### src/rtl/ofdm_tx_pkg.sv
`default_nettype none
// ============================================================================
// ofdm_tx_pkg : shared constants and scheduler state encoding for OFDM Tx
// Revision    : 1.0
// ============================================================================
package ofdm_tx_pkg;

    localparam int SYM_W     = 224;
    localparam int SYM_BEATS = 225;
    localparam int CNT_W     = 8;

    typedef enum logic [2:0] {
        IDLE      = 3'd0,
        FETCH_PRE = 3'd1,
        FETCH_PAY = 3'd2,
        WRITE     = 3'd3,
        DRAIN     = 3'd4,
        DONE      = 3'd5,
        GAP       = 3'd6
    } sched_state_t;

endpackage
`default_nettype wire

### src/rtl/ofdm_tx_drain_ctr.sv
`default_nettype none
// ============================================================================
// ofdm_tx_drain_ctr : up-counter with clear/enable, saturating at 'term'
// Revision          : 1.0
// ============================================================================
module ofdm_tx_drain_ctr
    import ofdm_tx_pkg::*;
(
    input  logic             clk,
    input  logic             reset,
    input  logic             clr,
    input  logic             en,
    input  logic [CNT_W-1:0] term,
    output logic             tc
);

    logic [CNT_W-1:0] r_cnt;

    // Holding at 'term' keeps a stray extra enable from wrapping the count.
    always_ff @(posedge clk) begin
        if (reset || clr) begin
            r_cnt <= '0;
        end else if (en && (r_cnt != term)) begin
            r_cnt <= r_cnt + 1'b1;
        end
    end

    assign tc = (r_cnt == term);

endmodule
`default_nettype wire

### src/rtl/ofdm_tx_sym_sched.sv
`default_nettype none
// ============================================================================
// ofdm_tx_sym_sched : frame scheduler feeding preamble/payload symbols into the
//                     Tx serial buffer. Optional inter-frame gap: TX_SCHED_GUARD_GAP_EN
// Revision          : 1.0
// ============================================================================
module ofdm_tx_sym_sched
    import ofdm_tx_pkg::*;
#(
    parameter int NUM_PRE    = 2,
    parameter int GAP_CYCLES = 16
) (
    input  logic             clk,
    input  logic             reset,
    input  logic             start,
    input  logic [7:0]       pay_len,
    input  logic [SYM_W-1:0] pre_data,
    input  logic             pre_valid,
    output logic             pre_ready,
    input  logic [SYM_W-1:0] pay_data,
    input  logic             pay_valid,
    output logic             pay_ready,
    output logic [SYM_W-1:0] buf_din,
    output logic             buf_din_valid,
    input  logic             buf_din_wready,
    input  logic             buf_dout_valid,
    output logic             buf_dout_rready,
    output logic             busy,
    output logic [7:0]       sym_idx,
    output logic             frame_done
);

    localparam logic [3:0]       c_pre_last  = 4'(NUM_PRE - 1);
    localparam logic [CNT_W-1:0] c_beat_term = CNT_W'(SYM_BEATS - 1);
    localparam logic [CNT_W-1:0] c_gap_term  = CNT_W'(GAP_CYCLES - 1);

    sched_state_t     r_state;
    sched_state_t     w_next;
    logic [SYM_W-1:0] r_hold;
    logic [7:0]       r_len;
    logic [3:0]       r_pre_cnt;
    logic [7:0]       r_sym_idx;
    logic             r_in_pay;

    logic             w_ctr_clr;
    logic             w_ctr_en;
    logic [CNT_W-1:0] w_ctr_term;
    logic             w_ctr_tc;
    logic             w_last_beat;
    logic             w_pay_more;

    ofdm_tx_drain_ctr u_drain_ctr (
        .clk   (clk),
        .reset (reset),
        .clr   (w_ctr_clr),
        .en    (w_ctr_en),
        .term  (w_ctr_term),
        .tc    (w_ctr_tc)
    );

    assign w_last_beat = (r_state == DRAIN) && buf_dout_valid && w_ctr_tc;
    // Widened so that len_q = 255 still yields 255 payload symbols.
    assign w_pay_more  = ({1'b0, r_sym_idx} + 9'd1) < {1'b0, r_len};

    always_ff @(posedge clk) begin
        if (reset) begin
            r_state <= IDLE;
        end else begin
            r_state <= w_next;
        end
    end

    always_comb begin
        w_next          = r_state;
        pre_ready       = 1'b0;
        pay_ready       = 1'b0;
        buf_din_valid   = 1'b0;
        buf_dout_rready = 1'b0;
        frame_done      = 1'b0;
        busy            = 1'b1;
        w_ctr_clr       = 1'b1;
        w_ctr_en        = 1'b0;
        w_ctr_term      = c_beat_term;

        case (r_state)
            IDLE: begin
                busy = 1'b0;
                if (start) begin
                    w_next = FETCH_PRE;
                end
            end
            FETCH_PRE: begin
                pre_ready = 1'b1;
                if (pre_valid) begin
                    w_next = WRITE;
                end
            end
            FETCH_PAY: begin
                pay_ready = 1'b1;
                if (pay_valid) begin
                    w_next = WRITE;
                end
            end
            WRITE: begin
                buf_din_valid = 1'b1;
                if (buf_din_wready) begin
                    w_next = DRAIN;
                end
            end
            DRAIN: begin
                buf_dout_rready = 1'b1;
                w_ctr_clr       = 1'b0;
                w_ctr_en        = buf_dout_valid;
                if (w_last_beat) begin
                    if (r_in_pay) begin
                        w_next = w_pay_more ? FETCH_PAY : DONE;
                    end else if (r_pre_cnt < c_pre_last) begin
                        w_next = FETCH_PRE;
                    end else if (r_len != 8'd0) begin
                        w_next = FETCH_PAY;
                    end else begin
                        w_next = DONE;
                    end
                end
            end
            DONE: begin
                frame_done = 1'b1;
`ifdef TX_SCHED_GUARD_GAP_EN
                w_next     = GAP;
`else
                w_next     = IDLE;
`endif
            end
            GAP: begin
                busy       = 1'b0;
                w_ctr_clr  = 1'b0;
                w_ctr_en   = 1'b1;
                w_ctr_term = c_gap_term;
                if (w_ctr_tc) begin
                    w_next = IDLE;
                end
            end
            default: begin
                busy   = 1'b0;
                w_next = IDLE;
            end
        endcase
    end

    always_ff @(posedge clk) begin
        if (reset) begin
            r_hold    <= '0;
            r_len     <= '0;
            r_pre_cnt <= '0;
            r_sym_idx <= '0;
            r_in_pay  <= 1'b0;
        end else begin
            case (r_state)
                IDLE: begin
                    if (start) begin
                        r_len     <= pay_len;
                        r_pre_cnt <= '0;
                        r_sym_idx <= '0;
                        r_in_pay  <= 1'b0;
                    end
                end
                FETCH_PRE: begin
                    if (pre_valid) begin
                        r_hold <= pre_data;
                    end
                end
                FETCH_PAY: begin
                    if (pay_valid) begin
                        r_hold   <= pay_data;
                        r_in_pay <= 1'b1;
                    end
                end
                DRAIN: begin
                    if (w_last_beat) begin
                        if (r_in_pay) begin
                            if (w_pay_more) begin
                                r_sym_idx <= r_sym_idx + 8'd1;
                            end
                        end else if (r_pre_cnt < c_pre_last) begin
                            r_pre_cnt <= r_pre_cnt + 4'd1;
                        end else begin
                            r_sym_idx <= '0;
                        end
                    end
                end
                default: begin
                end
            endcase
        end
    end

    assign buf_din = r_hold;
    assign sym_idx = r_sym_idx;

endmodule
`default_nettype wire

### config.mk
export PLATFORM = sky130hd
export DESIGN_NAME = ofdm_tx_sym_sched
export DESIGN_NICKNAME = d
export VERILOG_FILES = /design/src/rtl/ofdm_tx_pkg.sv /design/src/rtl/ofdm_tx_drain_ctr.sv /design/src/rtl/ofdm_tx_sym_sched.sv
export SDC_FILE = /design/constraint.sdc
export NUM_CORES = 1
export LEC_CHECK = 0
export BUFFER_PORTS_ARGS = -buffer_cell sky130_fd_sc_hd__buf_2
export CAP_MARGIN = 20
export CELL_PAD_IN_SITES_DETAIL_PLACEMENT = 0
export CELL_PAD_IN_SITES_GLOBAL_PLACEMENT = 1
export CORE_AREA = 2 2 273 275
export DETAILED_ROUTE_END_ITERATION = 6
export DIE_AREA = 0 0 275 277
export PLACE_DENSITY_LB_ADDON = 0.3
export SETUP_SLACK_MARGIN = 0.1
export SLEW_MARGIN = 20
export SYNTH_ARGS = -nofsm -noshare
export SYNTH_HDL_FRONTEND = slang
export SYNTH_SLANG_ARGS = --single-unit
### constraint.sdc
create_clock -name clk -period 8.98 [get_ports clk]
set_input_delay 1.347 -clock clk [delete_from_list [all_inputs] [get_ports clk]]
set_output_delay 1.347 -clock clk [all_outputs]
set_load 0.03 [all_outputs]
# Word level (Yosys, flattened, before mapping)
# Cells that the tools add are included.
# word_totals
ff_bits	256
in_bits	463
out_inout_bits	238
word_cells	85
# op_classes
addsub	4
n_lt_le_gt_ge	2
eq_ne	18
n_mux	37
n_reduce_logical	17
# ops
operator	count
2-to-1 mux 224 bit	2
case mux 224 bit (2 select lines)	1
2-to-1 mux 8 bit	6
2-to-1 mux 3 bit	10
case mux 3 bit (6 select lines)	1
adder 8 x 1 -> 8 bit, second input constant	2
2-to-1 mux 4 bit	4
case mux 8 bit (2 select lines)	1
!= test 2 bit, second input constant	7
AND reduction 5 bit	2
adder 8 x 1 -> 9 bit, second input constant	1
equality test 3 bit, second input constant	3
< comparator 9 x 8 -> 1 bit	1
2-to-1 mux 1 bit	9
equality test 8 bit	1
!= test 8 bit	1
case mux 4 bit (2 select lines)	1
nonzero test 8 bit	1
equality test 3 x 2 -> 1 bit, second input constant	2
!= test 3 bit, second input constant	2
AND reduction 3 bit	2
AND reduction 6 bit	1
nonzero test 2 bit	3
OR reduction 5 bit	1
10 further kinds	13

# Depth between registers and ports, before layout
# depth
ltp_word	6
mapped_depth	12
ltp_nobuf	11

# Hierarchy
# Synthesis repeated with hierarchy kept, for this count alone.
# hier_totals
cells_unflattened	1258
hier_area_um2	11748.8
# modules_own_cells
module	n_inst	cells_each	area_each_um2	seq_area_each_um2
ofdm_tx_sym_sched	1	1200	11237.0	4964.8
ofdm_tx_drain_ctr	1	58	511.7	160.2

# Worst setup path after synthesis
# No wires, ideal clock.
# synth_timing
path_type	register to register
from	register r_sym_idx[0], in the netlist sym_idx[0]
to	register r_sym_idx[0], in the netlist sym_idx[0]
setup_time_ns	0.121
arrival_time_ns	2.995
t_required_ns	8.859
slack_ns	5.864
stages_incl_launch_ff	13
synth_period_minus_slack_ns	3.116
path_cell_list	dfxtp_1 -> ha_1 -> nand3_1 -> or3_1 -> nand2_1 -> ha_1 -> a21o_1 -> a211o_1 -> o311ai_0 -> and3b_1 -> buf_2 -> nor2_1 -> mux2_2
# synth_between
elab_chain_cells	5
word_cells_on_any_way	9
cone_classes	add/sub: 2; order compare: 1; eq/ne: 1; mux: 4; reduce/logical: 1
# synth_rtl
item	line	rtl
start, declared	ofdm_tx_sym_sched.sv:42	logic [7:0] r_sym_idx;
start signal, assigned	ofdm_tx_sym_sched.sv:182	r_sym_idx <= r_sym_idx + 8'd1;
branches (longest 5 deep; another with adder 8 x 1 -> 9 bit)	n/a	
# Several ways; the timed one is not identified. The select of a mux whose other input is x is not followed.
# A chain may end at the register's enable or synchronous reset.

# Final worst setup path
# layout_timing
from	register r_state[1]
to	output pay_ready
# layout_between
elab_chain_cells	2
# layout_rtl
item	line	rtl
start, declared	ofdm_tx_sym_sched.sv:37	sched_state_t r_state;
start signal, assigned	ofdm_tx_sym_sched.sv:69	r_state <= w_next;
equality test 3 x 2 -> 1 bit	ofdm_tx_sym_sched.sv:85	case (r_state)
2-to-1 mux 1 bit	ofdm_tx_sym_sched.sv:85	
end, declared	ofdm_tx_sym_sched.sv:22	output logic pay_ready,
# No other way between the ends.

==> flow_summary.toml <==
[floorplanning]
core.rowCount = 100
start_util_pct = 15.5
die_h_um = 277
core_area_mm2 = 0.0736
ioPinCount = 701
die_width_um = 275
die_area_mm2 = 0.0762

[setup_path]
end_kind = "primary output"
cpLargestDelayFamily = "buffers and inverters"
max_stage_delay_ps = 770
path_buf_inv = 2
worstPathCellList = "nand2_4, inv_6, buf_2"
cp.arrival_ps = 2560
slowest_stage = "dfxtp_1"
critPathLaunchType = "flip-flop"
cp.required_ps = 7630
cp_max_fo = 62
worstSetupPathType = "reg2out"

[logic_synthesis]
synth_edf_count = 0
synth_top_cell_area_share_pct = 44.8
ys_ff_latch = 256
ys_seq_area_share_pct = 44.8
synthCells = 1488
syn-num-nets = 1962
avgSynthCellArea_um2 = 7.69
synth_warnings = 0
syn_area_mm2 = 0.0114
synth_top_area_cell = "dfxtp_1"
synth_cell_types = 60
synthTopCellsByArea = "dfxtp_1, a311oi_1, nand2_1, nor2_1, clkbuf_1"
ys.flop_type = "dfxtp_1"
synthArstFlopShare_pct = 0

[drt]
drt-total-wl_um = 53000
antenna_left = 0
vias = 13089
drtIter0Drc = 636
first_pass_iters = 5
post_drt_wl_per_cell_um = 17.1
drc = 0
vias_per_cell = 4.22

[clocking]
clk_path_buf_depth = 3
cts_tree = "done"
post_cts_buffers = 0
cts_hold_buf = 0
cts.htree.levels = 2
cts_num_sinks = 256
path_clk_slew_ps = 50
clock_latency_ps = 540
cts_inserted_buffers = 36
ctsResizeCount = 0
cts_root_buffer = "clkbuf_16"

[global_route]
grt_max_degree = 220
grt_pass1_wl_um = 78400
gr-total-overflow = 0
grt_antenna_before_repair = 15
track_usage_pct = 13.2
first_global_vias = 12856

[timing]
setup_violations = 0
period_needed_ps = 3900
tightest_slew_ps = 1140
timing.final.crit_share_pct = 43.5
slew_violations = 0
finClkSkew_ps = 17.9
finalHoldWorstSlack_ps = 474
rsz0062_at_grt = "false"
fmax_ghz = 0.256
hold_viol = 0
worst_slack_ps = 5080
finalSetupTns_ps = 0
slew_headroom_pct = 24.0

[cells_and_area]
final_common_cell = "buf_2"
layout_common_cells = "buf_2, nand2_1, dfxtp_1"
area_delta_synth_final_pct = 47.7
final_core_util_pct = 23.0
final_nets = 2578
fillers = 8363
drive_gt1_share_pct = 36.6

[pwr]
vdd_drop_max_v = 0.000301
pwr_density_cell_mw_per_mm2 = 330
p_leak_nw = 7.66

[place]
place.gp.congestion = 0.844
dp_slack_ps = 5310
dp_hpwl_um = 38500
io_buffers = 700

[job]
cap_violations = 0

[status]
outcome = "complete, no violations"

[worst_hold_path]
worstHoldPathType = "reg2reg"
## synth_stat cells, types with 7 or more instances
master	count
nor2_1	247
a21oi_1	16
dfxtp_1	256
nand3_1	11
clkbuf_1	98
nand2_1	480
a311oi_1	224
xor2_1	7
ha_1	11
inv_1	11
buf_2	26
o21ai_0	11
nor3_1	7
nand2b_1	9
## power by group
group | total (mW) | switching (mW) | internal, mW
registers | 1.67 | 0.197 | 1.48
logic | 2.51 | 1.77 | 0.736
clock network | 1.40 | 0.560 | 0.836
total | 5.58 | 2.53 | 3.05
## metrics by stage
step / cells / power (mW) / instance area (um2)
floorplan: 1488 / 3.41 / 11400
detailed placement: 3035 / 4.23 / 15700
finish: 3103 / 5.58 / 16900
global route: 3103 / 5.95 / 16900
global placement: 3034 / 4.20 / 15700
CTS: 3093 / 5.68 / 16900
## final timing paths
check                                 from            to  slack [ps]  cells after the start
worst min register to register    r_len[3]      r_len[3]         470                      2
worst max-delay path            r_state[1]     pay_ready        5080                      3
worst max register to register  r_state[0]  buf_din[200]        5570                      7
worst min-delay path              r_len[3]      r_len[3]         470                      2
## flip-flops by register name, indices dropped and copies added (netlist names)
name / count
buf_din: 224
r_len: 8
sym_idx: 8
u_drain_ctr.r_cnt: 8
r_pre_cnt: 4
r_state: 3
r_in_pay: 1
## worst reg2reg max path, cell delays in order, from the launching register on
cell	delay, ps
dfxtp_1	700
nor2_1	180
nand2_4	330
buf_4	560
buf_16	300
buf_4	640
nand2_1	300
a311oi_1	290
## area by class of cell
type | count | area (um2) | share of cell area [%]
multi-input cells | 1087 | 5720 | 33.9
flip-flops and latches | 256 | 5120 | 30.3
clock inverters | 6 | 65.1 | 0.385
clock buffers | 52 | 1050 | 6.23
well taps | 969 | 1210 | 7.18
repair buffers | 710 | 3630 | 21.5
inverters | 13 | 53.8 | 0.319
diodes | 10 | 25.0 | 0.148
## cell families after synthesis
group / Yosys count / share of synthesized area (%)
buf+inv: 145 / 5.27
compound gates: 274 / 20.1
flops: 256 / 44.8
simple gates: 787 / 27.4
fa+ha+maj: 11 / 1.20
mux: 5 / 0.459
xor+xnor: 10 / 0.766
## routing by layer
metal  global-route usage (%)  routed length [um]
met1                     15.0               21000
met2                     23.4               26700
met3                     3.58                3820
met4                     4.71                1450
met5                        0                  55
(Power assumes the default switching activity.)
